$ cat src/rtl/dsp_pkg.sv
// Shared types, constants and requantisation helpers for the MAC array.
package dsp_pkg;

  // Accumulation control state shared by every lane.
  typedef enum logic [0:0] {
    IDLE  = 1'b0,
    ACCUM = 1'b1
  } mac_state_e;

  // Enabled edges from accepting a last beat to the result being visible.
  localparam int unsigned PIPE_LAT = 32'd4;

  // Working width of the requantisation helpers; callers sign-extend into it.
  localparam int unsigned SAT_W = 32'd64;

  // Arithmetic right shift (floor) followed by a clamp to a signed out_w range.
  function automatic logic signed [SAT_W-1:0] sat_shift(
    input logic signed [SAT_W-1:0] acc,
    input int unsigned             out_w,
    input int unsigned             shift
  );
    logic signed [SAT_W-1:0] shifted;
    logic signed [SAT_W-1:0] max_v;
    logic signed [SAT_W-1:0] min_v;
    shifted = acc >>> shift;
    max_v   = (64'sd1 <<< (out_w - 32'd1)) - 64'sd1;
    min_v   = -(64'sd1 <<< (out_w - 32'd1));
    if (shifted > max_v) begin
      sat_shift = max_v;
    end else if (shifted < min_v) begin
      sat_shift = min_v;
    end else begin
      sat_shift = shifted;
    end
  endfunction

  // True when sat_shift would have to clip the shifted value.
  function automatic logic sat_hit(
    input logic signed [SAT_W-1:0] acc,
    input int unsigned             out_w,
    input int unsigned             shift
  );
    logic signed [SAT_W-1:0] shifted;
    logic signed [SAT_W-1:0] max_v;
    logic signed [SAT_W-1:0] min_v;
    shifted = acc >>> shift;
    max_v   = (64'sd1 <<< (out_w - 32'd1)) - 64'sd1;
    min_v   = -(64'sd1 <<< (out_w - 32'd1));
    sat_hit = (shifted > max_v) || (shifted < min_v);
  endfunction

endpackage

$ cat src/rtl/dsp_mac_lane.sv
// One MAC lane: operand register, product register, accumulator and
// shifted/saturated output register. Sequencing comes from the top level.
module dsp_mac_lane
  import dsp_pkg::*;
#(
  parameter int unsigned DATA_W = 32'd8,
  parameter int unsigned ACC_W  = 32'd24,
  parameter int unsigned OUT_W  = 32'd8,
  parameter int unsigned SHIFT  = 32'd0
) (
  input  logic                     clock,
  input  logic                     aclr_n,
  input  logic                     clken,
  input  logic                     s1_load,
  input  logic                     bias_load,
  input  logic signed [DATA_W-1:0] a_in,
  input  logic signed [DATA_W-1:0] b_in,
  input  logic signed [ACC_W-1:0]  bias_in,
  input  logic                     acc_en,
  input  logic                     acc_restart,
  input  logic                     bias_sel,
  input  logic                     out_load,
  output logic signed [OUT_W-1:0]  result,
  output logic                     out_sat
);

  logic signed [DATA_W-1:0]   a1_q, a1_d;
  logic signed [DATA_W-1:0]   b1_q, b1_d;
  logic signed [ACC_W-1:0]    bias1_q, bias1_d;
  logic signed [2*DATA_W-1:0] prod_s;
  logic signed [ACC_W-1:0]    prod2_q, prod2_d;
  logic signed [ACC_W-1:0]    bias2_q, bias2_d;
  logic signed [ACC_W-1:0]    base_s;
  logic signed [ACC_W-1:0]    acc_q, acc_d;
  logic signed [SAT_W-1:0]    acc_ext_s;
  logic signed [OUT_W-1:0]    res_q, res_d;
  logic                       sat_q, sat_d;

  // S1: capture operands on a valid beat; the bias only on a first beat.
  always_comb begin
    a1_d    = a1_q;
    b1_d    = b1_q;
    bias1_d = bias1_q;
    if (s1_load) begin
      a1_d = a_in;
      b1_d = b_in;
    end else begin
      a1_d = a1_q;
      b1_d = b1_q;
    end
    if (bias_load) begin
      bias1_d = bias_in;
    end else begin
      bias1_d = bias1_q;
    end
  end

  // S2: full-precision signed product, sign-extended to the accumulator width.
  always_comb begin
    prod_s  = (2*DATA_W)'(a1_q) * (2*DATA_W)'(b1_q);
    prod2_d = ACC_W'(prod_s);
    bias2_d = bias1_q;
  end

  // S3: restart from bias or zero, or keep summing; wraps at ACC_W bits.
  always_comb begin
    base_s = acc_q;
    acc_d  = acc_q;
    if (bias_sel) begin
      base_s = bias2_q;
    end else if (acc_restart) begin
      base_s = '0;
    end else begin
      base_s = acc_q;
    end
    if (acc_en) begin
      acc_d = base_s + prod2_q;
    end else begin
      acc_d = acc_q;
    end
  end

  // S4: requantise the closed accumulation; hold the last result otherwise.
  always_comb begin
    acc_ext_s = SAT_W'(acc_q);
    res_d     = res_q;
    sat_d     = sat_q;
    if (out_load) begin
      res_d = OUT_W'(sat_shift(acc_ext_s, OUT_W, SHIFT));
      sat_d = sat_hit(acc_ext_s, OUT_W, SHIFT);
    end else begin
      res_d = res_q;
      sat_d = sat_q;
    end
  end

  // Lane registers: async clear, frozen while clken is low.
  always_ff @(posedge clock or negedge aclr_n) begin
    if (!aclr_n) begin
      a1_q    <= '0;
      b1_q    <= '0;
      bias1_q <= '0;
      prod2_q <= '0;
      bias2_q <= '0;
      acc_q   <= '0;
      res_q   <= '0;
      sat_q   <= 1'b0;
    end else if (clken) begin
      a1_q    <= a1_d;
      b1_q    <= b1_d;
      bias1_q <= bias1_d;
      prod2_q <= prod2_d;
      bias2_q <= bias2_d;
      acc_q   <= acc_d;
      res_q   <= res_d;
      sat_q   <= sat_d;
    end
  end

  assign result  = res_q;
  assign out_sat = sat_q;

endmodule

$ cat src/rtl/dsp_mac_array.sv
// Multi-lane pipelined MAC engine. Holds the shared accumulation FSM, the
// valid/marker pipeline and the restart error pulse; lanes do the arithmetic.
// ACC_W must be at least 2*DATA_W and SHIFT at most ACC_W-OUT_W.
module dsp_mac_array
  import dsp_pkg::*;
#(
  parameter int unsigned DATA_W = 32'd8,
  parameter int unsigned LANES  = 32'd4,
  parameter int unsigned ACC_W  = 32'd24,
  parameter int unsigned OUT_W  = 32'd8,
  parameter int unsigned SHIFT  = 32'd0
) (
  input  logic                    clock,
  input  logic                    aclr_n,
  input  logic                    clken,
  input  logic                    in_valid,
  input  logic                    in_first,
  input  logic                    in_last,
  input  logic [LANES*DATA_W-1:0] dataa,
  input  logic [LANES*DATA_W-1:0] datab,
  input  logic [LANES*ACC_W-1:0]  sumin,
  output logic                    out_valid,
  output logic [LANES*OUT_W-1:0]  result,
  output logic [LANES-1:0]        out_sat,
  output logic                    err_restart
);

  mac_state_e state_q, state_d;
  logic v1_q, v1_d, f1_q, f1_d, l1_q, l1_d;
  logic v2_q, v2_d, f2_q, f2_d, l2_q, l2_d;
  logic last3_q, last3_d;
  logic out_valid_q, out_valid_d;
  logic err_q, err_d;
  logic acc_restart_s;

  // Marker pipeline: markers are qualified by in_valid so bubbles carry none.
  always_comb begin
    v1_d        = in_valid;
    f1_d        = in_valid & in_first;
    l1_d        = in_valid & in_last;
    v2_d        = v1_q;
    f2_d        = f1_q;
    l2_d        = l1_q;
    last3_d     = v2_q & l2_q;
    out_valid_d = last3_q;
  end

  // FSM decode at S3: choose the accumulator base and flag a restart.
  always_comb begin
    state_d       = state_q;
    err_d         = 1'b0;
    acc_restart_s = 1'b0;
    case (state_q)
      IDLE: begin
        if (v2_q) begin
          acc_restart_s = 1'b1;
          state_d       = l2_q ? IDLE : ACCUM;
        end else begin
          state_d = IDLE;
        end
      end
      ACCUM: begin
        if (v2_q) begin
          acc_restart_s = f2_q;
          err_d         = f2_q;
          state_d       = l2_q ? IDLE : ACCUM;
        end else begin
          state_d = ACCUM;
        end
      end
      default: begin
        state_d = IDLE;
      end
    endcase
  end

  // Control registers: FSM state, marker pipeline and registered pulses.
  always_ff @(posedge clock or negedge aclr_n) begin
    if (!aclr_n) begin
      state_q     <= IDLE;
      v1_q        <= 1'b0;
      f1_q        <= 1'b0;
      l1_q        <= 1'b0;
      v2_q        <= 1'b0;
      f2_q        <= 1'b0;
      l2_q        <= 1'b0;
      last3_q     <= 1'b0;
      out_valid_q <= 1'b0;
      err_q       <= 1'b0;
    end else if (clken) begin
      state_q     <= state_d;
      v1_q        <= v1_d;
      f1_q        <= f1_d;
      l1_q        <= l1_d;
      v2_q        <= v2_d;
      f2_q        <= f2_d;
      l2_q        <= l2_d;
      last3_q     <= last3_d;
      out_valid_q <= out_valid_d;
      err_q       <= err_d;
    end
  end

  for (genvar i = 0; i < LANES; i++) begin : g_lane
    dsp_mac_lane #(
      .DATA_W (DATA_W),
      .ACC_W  (ACC_W),
      .OUT_W  (OUT_W),
      .SHIFT  (SHIFT)
    ) u_lane (
      .clock       (clock),
      .aclr_n      (aclr_n),
      .clken       (clken),
      .s1_load     (in_valid),
      .bias_load   (in_valid & in_first),
      .a_in        (dataa[i*DATA_W +: DATA_W]),
      .b_in        (datab[i*DATA_W +: DATA_W]),
      .bias_in     (sumin[i*ACC_W +: ACC_W]),
      .acc_en      (v2_q),
      .acc_restart (acc_restart_s),
      .bias_sel    (f2_q),
      .out_load    (last3_q),
      .result      (result[i*OUT_W +: OUT_W]),
      .out_sat     (out_sat[i])
    );
  end

  assign out_valid   = out_valid_q;
  assign err_restart = err_q;

endmodule

$ cat config.mk
export PLATFORM = sky130hd
export DESIGN_NAME = dsp_mac_array
export DESIGN_NICKNAME = d
export VERILOG_FILES = /design/src/rtl/dsp_pkg.sv /design/src/rtl/dsp_mac_lane.sv /design/src/rtl/dsp_mac_array.sv
export SDC_FILE = /design/constraint.sdc
export NUM_CORES = 2
export LEC_CHECK = 0
export CAP_MARGIN = 20
export CORE_AREA = 5 5 244 246
export CTS_CLUSTER_SIZE = 8
export DETAILED_ROUTE_END_ITERATION = 10
export DIE_AREA = 0 0 249 251
export PLACE_DENSITY = 0.77
export SYNTH_ARGS = -nofsm -noshare
export SYNTH_HDL_FRONTEND = slang
export SYNTH_SLANG_ARGS = --single-unit
$ cat constraint.sdc
create_clock -name clock -period 7 [get_ports clock]
set_clock_uncertainty 0.1 [all_clocks]
set_input_delay 1.4 -clock clock [delete_from_list [all_inputs] [get_ports clock]]
set_output_delay 1.4 -clock clock [all_outputs]
set_load 0.005 [all_outputs]
==> results.py <==
metrics = {
    "global_route": {
        "antenna_found_initial": 0,
        "first_global_vias": 24704,
        "grt_pass1_wl_um": 126500,
        "grt_max_degree": 161,
        "track_usage": 0.2445,
        "grt-ovfl-total": 0,
    },
    "outcome": {
        "status": "finished clean",
    },
    "timing": {
        "fin_crit_ns": 4.978,
        "rsz0062_at_grt": "no",
        "setup_violations": 0,
        "hold_violations": 0,
        "slew_violations": 0,
        "relSlewSlack": 0.3129,
        "max_slew.worst_pin.slew_ns": 1.017,
        "layout_setup_ws_ns": 2.022,
        "finalHoldWorstSlack_ns": 0.3796,
        "final.setup.tns_ns": 0,
        "clock.fmax_mhz": 200.9,
        "fin_crit_sh": 0.7111,
    },
    "synthesis": {
        "synth_ff_type": "dfrtp_1",
        "yosysTopAreaCell": "dfrtp_1",
        "synth_area_leaders": "dfrtp_1 (36%), fa_1 (14%), mux2_2 (11%), ha_1 (8.1%), inv_1 (4.3%)",
        "synth_top_area_share": 0.3591,
        "synth_nets": 3642,
        "avgSynthCellArea_um2": 10.58,
        "ys_types": 76,
        "synthCells": 3044,
        "synth-edff-count": 0,
        "ys_seq_area_frac": 0.3591,
        "yosysMostFrequentCell": "dfrtp_1",
        "synth_common_cells": "dfrtp_1 (462), inv_1 (367), mux2_2 (305)",
        "ys_seq_elements": 462,
        "syn-cell-area_um2": 32200,
        "ys_async_sr_fraction": 1.000,
        "ys.warnings.count": 0,
    },
    "clocking": {
        "cts_resized": 0,
        "cts_tree": "yes",
        "cts_hold_buffers": 0,
        "clk_latency_ns": 0.60,
        "clk_pin_slew_ns": 0.05,
        "cts_buffers": 68,
        "postCtsSetupBuffers": 0,
        "clockRootBuffer": "clkbuf_16",
        "cts_sinks": 462,
        "htreeDepth": 3,
        "cts_buffer_depth": 3,
    },
    "setup_path": {
        "arrival_ns": 5.37,
        "end_kind": "flip-flop",
        "cp-startpoint": "g_lane[2].u_lane.b1_q[4]$_DFFE_PN0P_",
        "reg2reg_from": "g_lane[2].u_lane.b1_q[4]$_DFFE_PN0P_",
        "start_kind": "flip-flop",
        "worstPathRequired_ns": 7.39,
        "critPathKind": "flip-flop to flip-flop",
        "crit_fanout": 9,
    },
    "power_and_ir_drop": {
        "power.density_nw_per_um2": 549.9,
        "irDropWorstVdd_v": 0.0004028,
        "p_leak_uw": 0.01711,
        "p_int_uw": 11520,
        "power_frac_comb": 0.635,
        "switching_share": 0.4316,
        "p_seq_frac": 0.220,
        "p_switching_uw": 8748,
        "pwr-share-clk": 0.145,
    },
    "die": {
        "core_um2": 57140,
        "io_pins": 204,
        "die_area_um2": 62500,
        "rows": 88,
        "initial_core_util": 0.5634,
        "die_h_um": 251,
        "die_x_um": 249,
    },
    "layout": {
        "n_antenna_cell": 0,
        "syn_to_final_growth_pct": 14.49,
        "drive_gt1_frac": 0.1349,
        "nNetsFinal": 3835,
        "final_cells": 4012,
    },
    "run": {
        "drv_cap": 0,
    },
    "drt": {
        "wl_met3_um": 3700,
        "drc": 0,
        "dr_wl_met2_um": 36220,
        "routed_wirelength_um": 74950,
        "num_vias": 22775,
        "drtPass1Iterations": 5,
        "top_layer": "met4",
        "via_per_inst": 5.677,
        "detail-route-antenna-nets": 0,
        "avgRoutedWirePerCell_um": 18.68,
        "drt-met1-wl_um": 32540,
        "dr.first_iter.drc_count": 1411,
    },
    "placement": {
        "place_hpwl_um": 54350,
        "dp_cells": 3931,
        "routabilityCongestion": 0.9217,
        "io_buffers": 203,
        "dp_slack_ns": 2.073,
    },
    "hold_path": {
        "hold_path_startpoint": "g_lane[1].u_lane.result[7]$_DFFE_PN0P_",
        "hp-class": "flip-flop to flip-flop",
    },
}
flip-flops by register name, indices dropped and copies added (netlist names), 4 cells and up, named ones only:
name                   count
g_lane.u_lane.result      32
g_lane.u_lane.acc_q       96
g_lane.u_lane.b1_q        32
g_lane.u_lane.out_sat      4
g_lane.u_lane.a1_q        32
g_lane.u_lane.prod2_q     64
g_lane.u_lane.bias1_q     96
g_lane.u_lane.bias2_q     96
logic make-up (layout without fill, tap and decap cells):
group | Yosys count | after routing | share of synthesized area
xor+xnor | 135 | 135 | 0.03672
simple gates | 682 | 682 | 0.1036
flops | 462 | 462 | 0.3591
buf+inv | 466 | 669 | 0.05483
compound gates | 559 | 559 | 0.1181
mux | 308 | 308 | 0.1076
fa+ha+maj | 432 | 432 | 0.2201
placed cells by master (no fill, tap or decap), drive strengths merged, types with 14 or more instances in the layout:
cell type      instances
a21o                  43
nand2b                14
o21bai                18
and2                 168
fa                   224
dfrtp                462
nand4                 21
nor3                  24
nor4                  19
o21ai                190
nand2                266
inv                  371
xor2                  34
xnor2                101
buf                   19
nor2                  87
and3                  15
mux2                 306
a211oi                18
a21oi                 85
nand3                 22
clkdlybuf4s50        201
clkbuf                74
nor2b                 30
ha                   208
a22o                  92
o21a                  19
o31ai                 20
worst max-delay path, stage by stage (launching register included):
cell and delay, ns:
dfrtp_1 0.47, and2_1 0.22, fa_1 0.53, inv_1 0.05
fa_1 0.47, inv_1 0.06, fa_1 0.53, inv_1 0.05
fa_1 0.52, inv_1 0.04, ha_1 0.31, o21ai_0 0.12
a21boi_0 0.25, o21ai_0 0.14, a21oi_1 0.21, o21ai_0 0.15
a211oi_1 0.35, nor3_1 0.09, o31ai_1 0.20
path summary, 6_finish.rpt:
| kind | depth (start not counted) | end | slack (ns) |
|---|---|---|---|
| worst max-delay path | 18 | g_lane[2].u_lane.prod2_q[14]$_DFFE_PN0P_ | 2.02 |
| worst min-delay path | 2 | g_lane[1].u_lane.result[7]$_DFFE_PN0P_ | 0.38 |
| worst max register to register | 18 | g_lane[2].u_lane.prod2_q[14]$_DFFE_PN0P_ | 2.02 |
| worst min register to register | 2 | g_lane[1].u_lane.result[7]$_DFFE_PN0P_ | 0.38 |
| max in group asynchronous | 2 | g_lane[0].u_lane.bias2_q[9]$_DFFE_PN0P_ | 4.55 |
| min in group asynchronous | 1 | g_lane[1].u_lane.b1_q[6]$_DFFE_PN0P_ | 0.78 |
layout make-up:
cell class                      instances  area, um2
Tap cell                              765      957.2
Sequential cell                       462      11560
Fill cell                            4471      20280
Clock inverter                          6      63.81
Timing Repair Buffer                  220       2203
Multi-Input combinational cell       2116      18910
Clock buffer                           74       1775
Inverter                              369       1385
per-stage QoR:
step / cell area (um2) / util / power, uW
6_report: 36860 / 0.6451 / 20270
5_1_grt: 36860 / 0.6451 / 22380
4_1_cts: 36840 / 0.6447 / 20420
3_5_place_dp: 35000 / 0.6125 / 17250
3_3_place_gp: 35000 / 0.6125 / 16750
2_1_floorplan: 32200 / - / 14370
power by group through the flow:
stage | combinational, uW | clock, uW | sequential, uW
global route | 14700 | 3120 | 4570
floorplan | 10300 | 0 | 4110
finish | 12900 | 2940 | 4460
CTS | 12900 | 3020 | 4450
detailed placement | 12800 | 0 | 4470
global placement | 12300 | 0 | 4430
metal layers:
layer | GRT usage | vias up
met5 | 0 | -
met4 | 0.08025 | 0
met3 | 0.03942 | 132
met2 | 0.4092 | 590
met1 | 0.3300 | 11428
li1 | - | 10625
(Power assumes the default switching activity.)
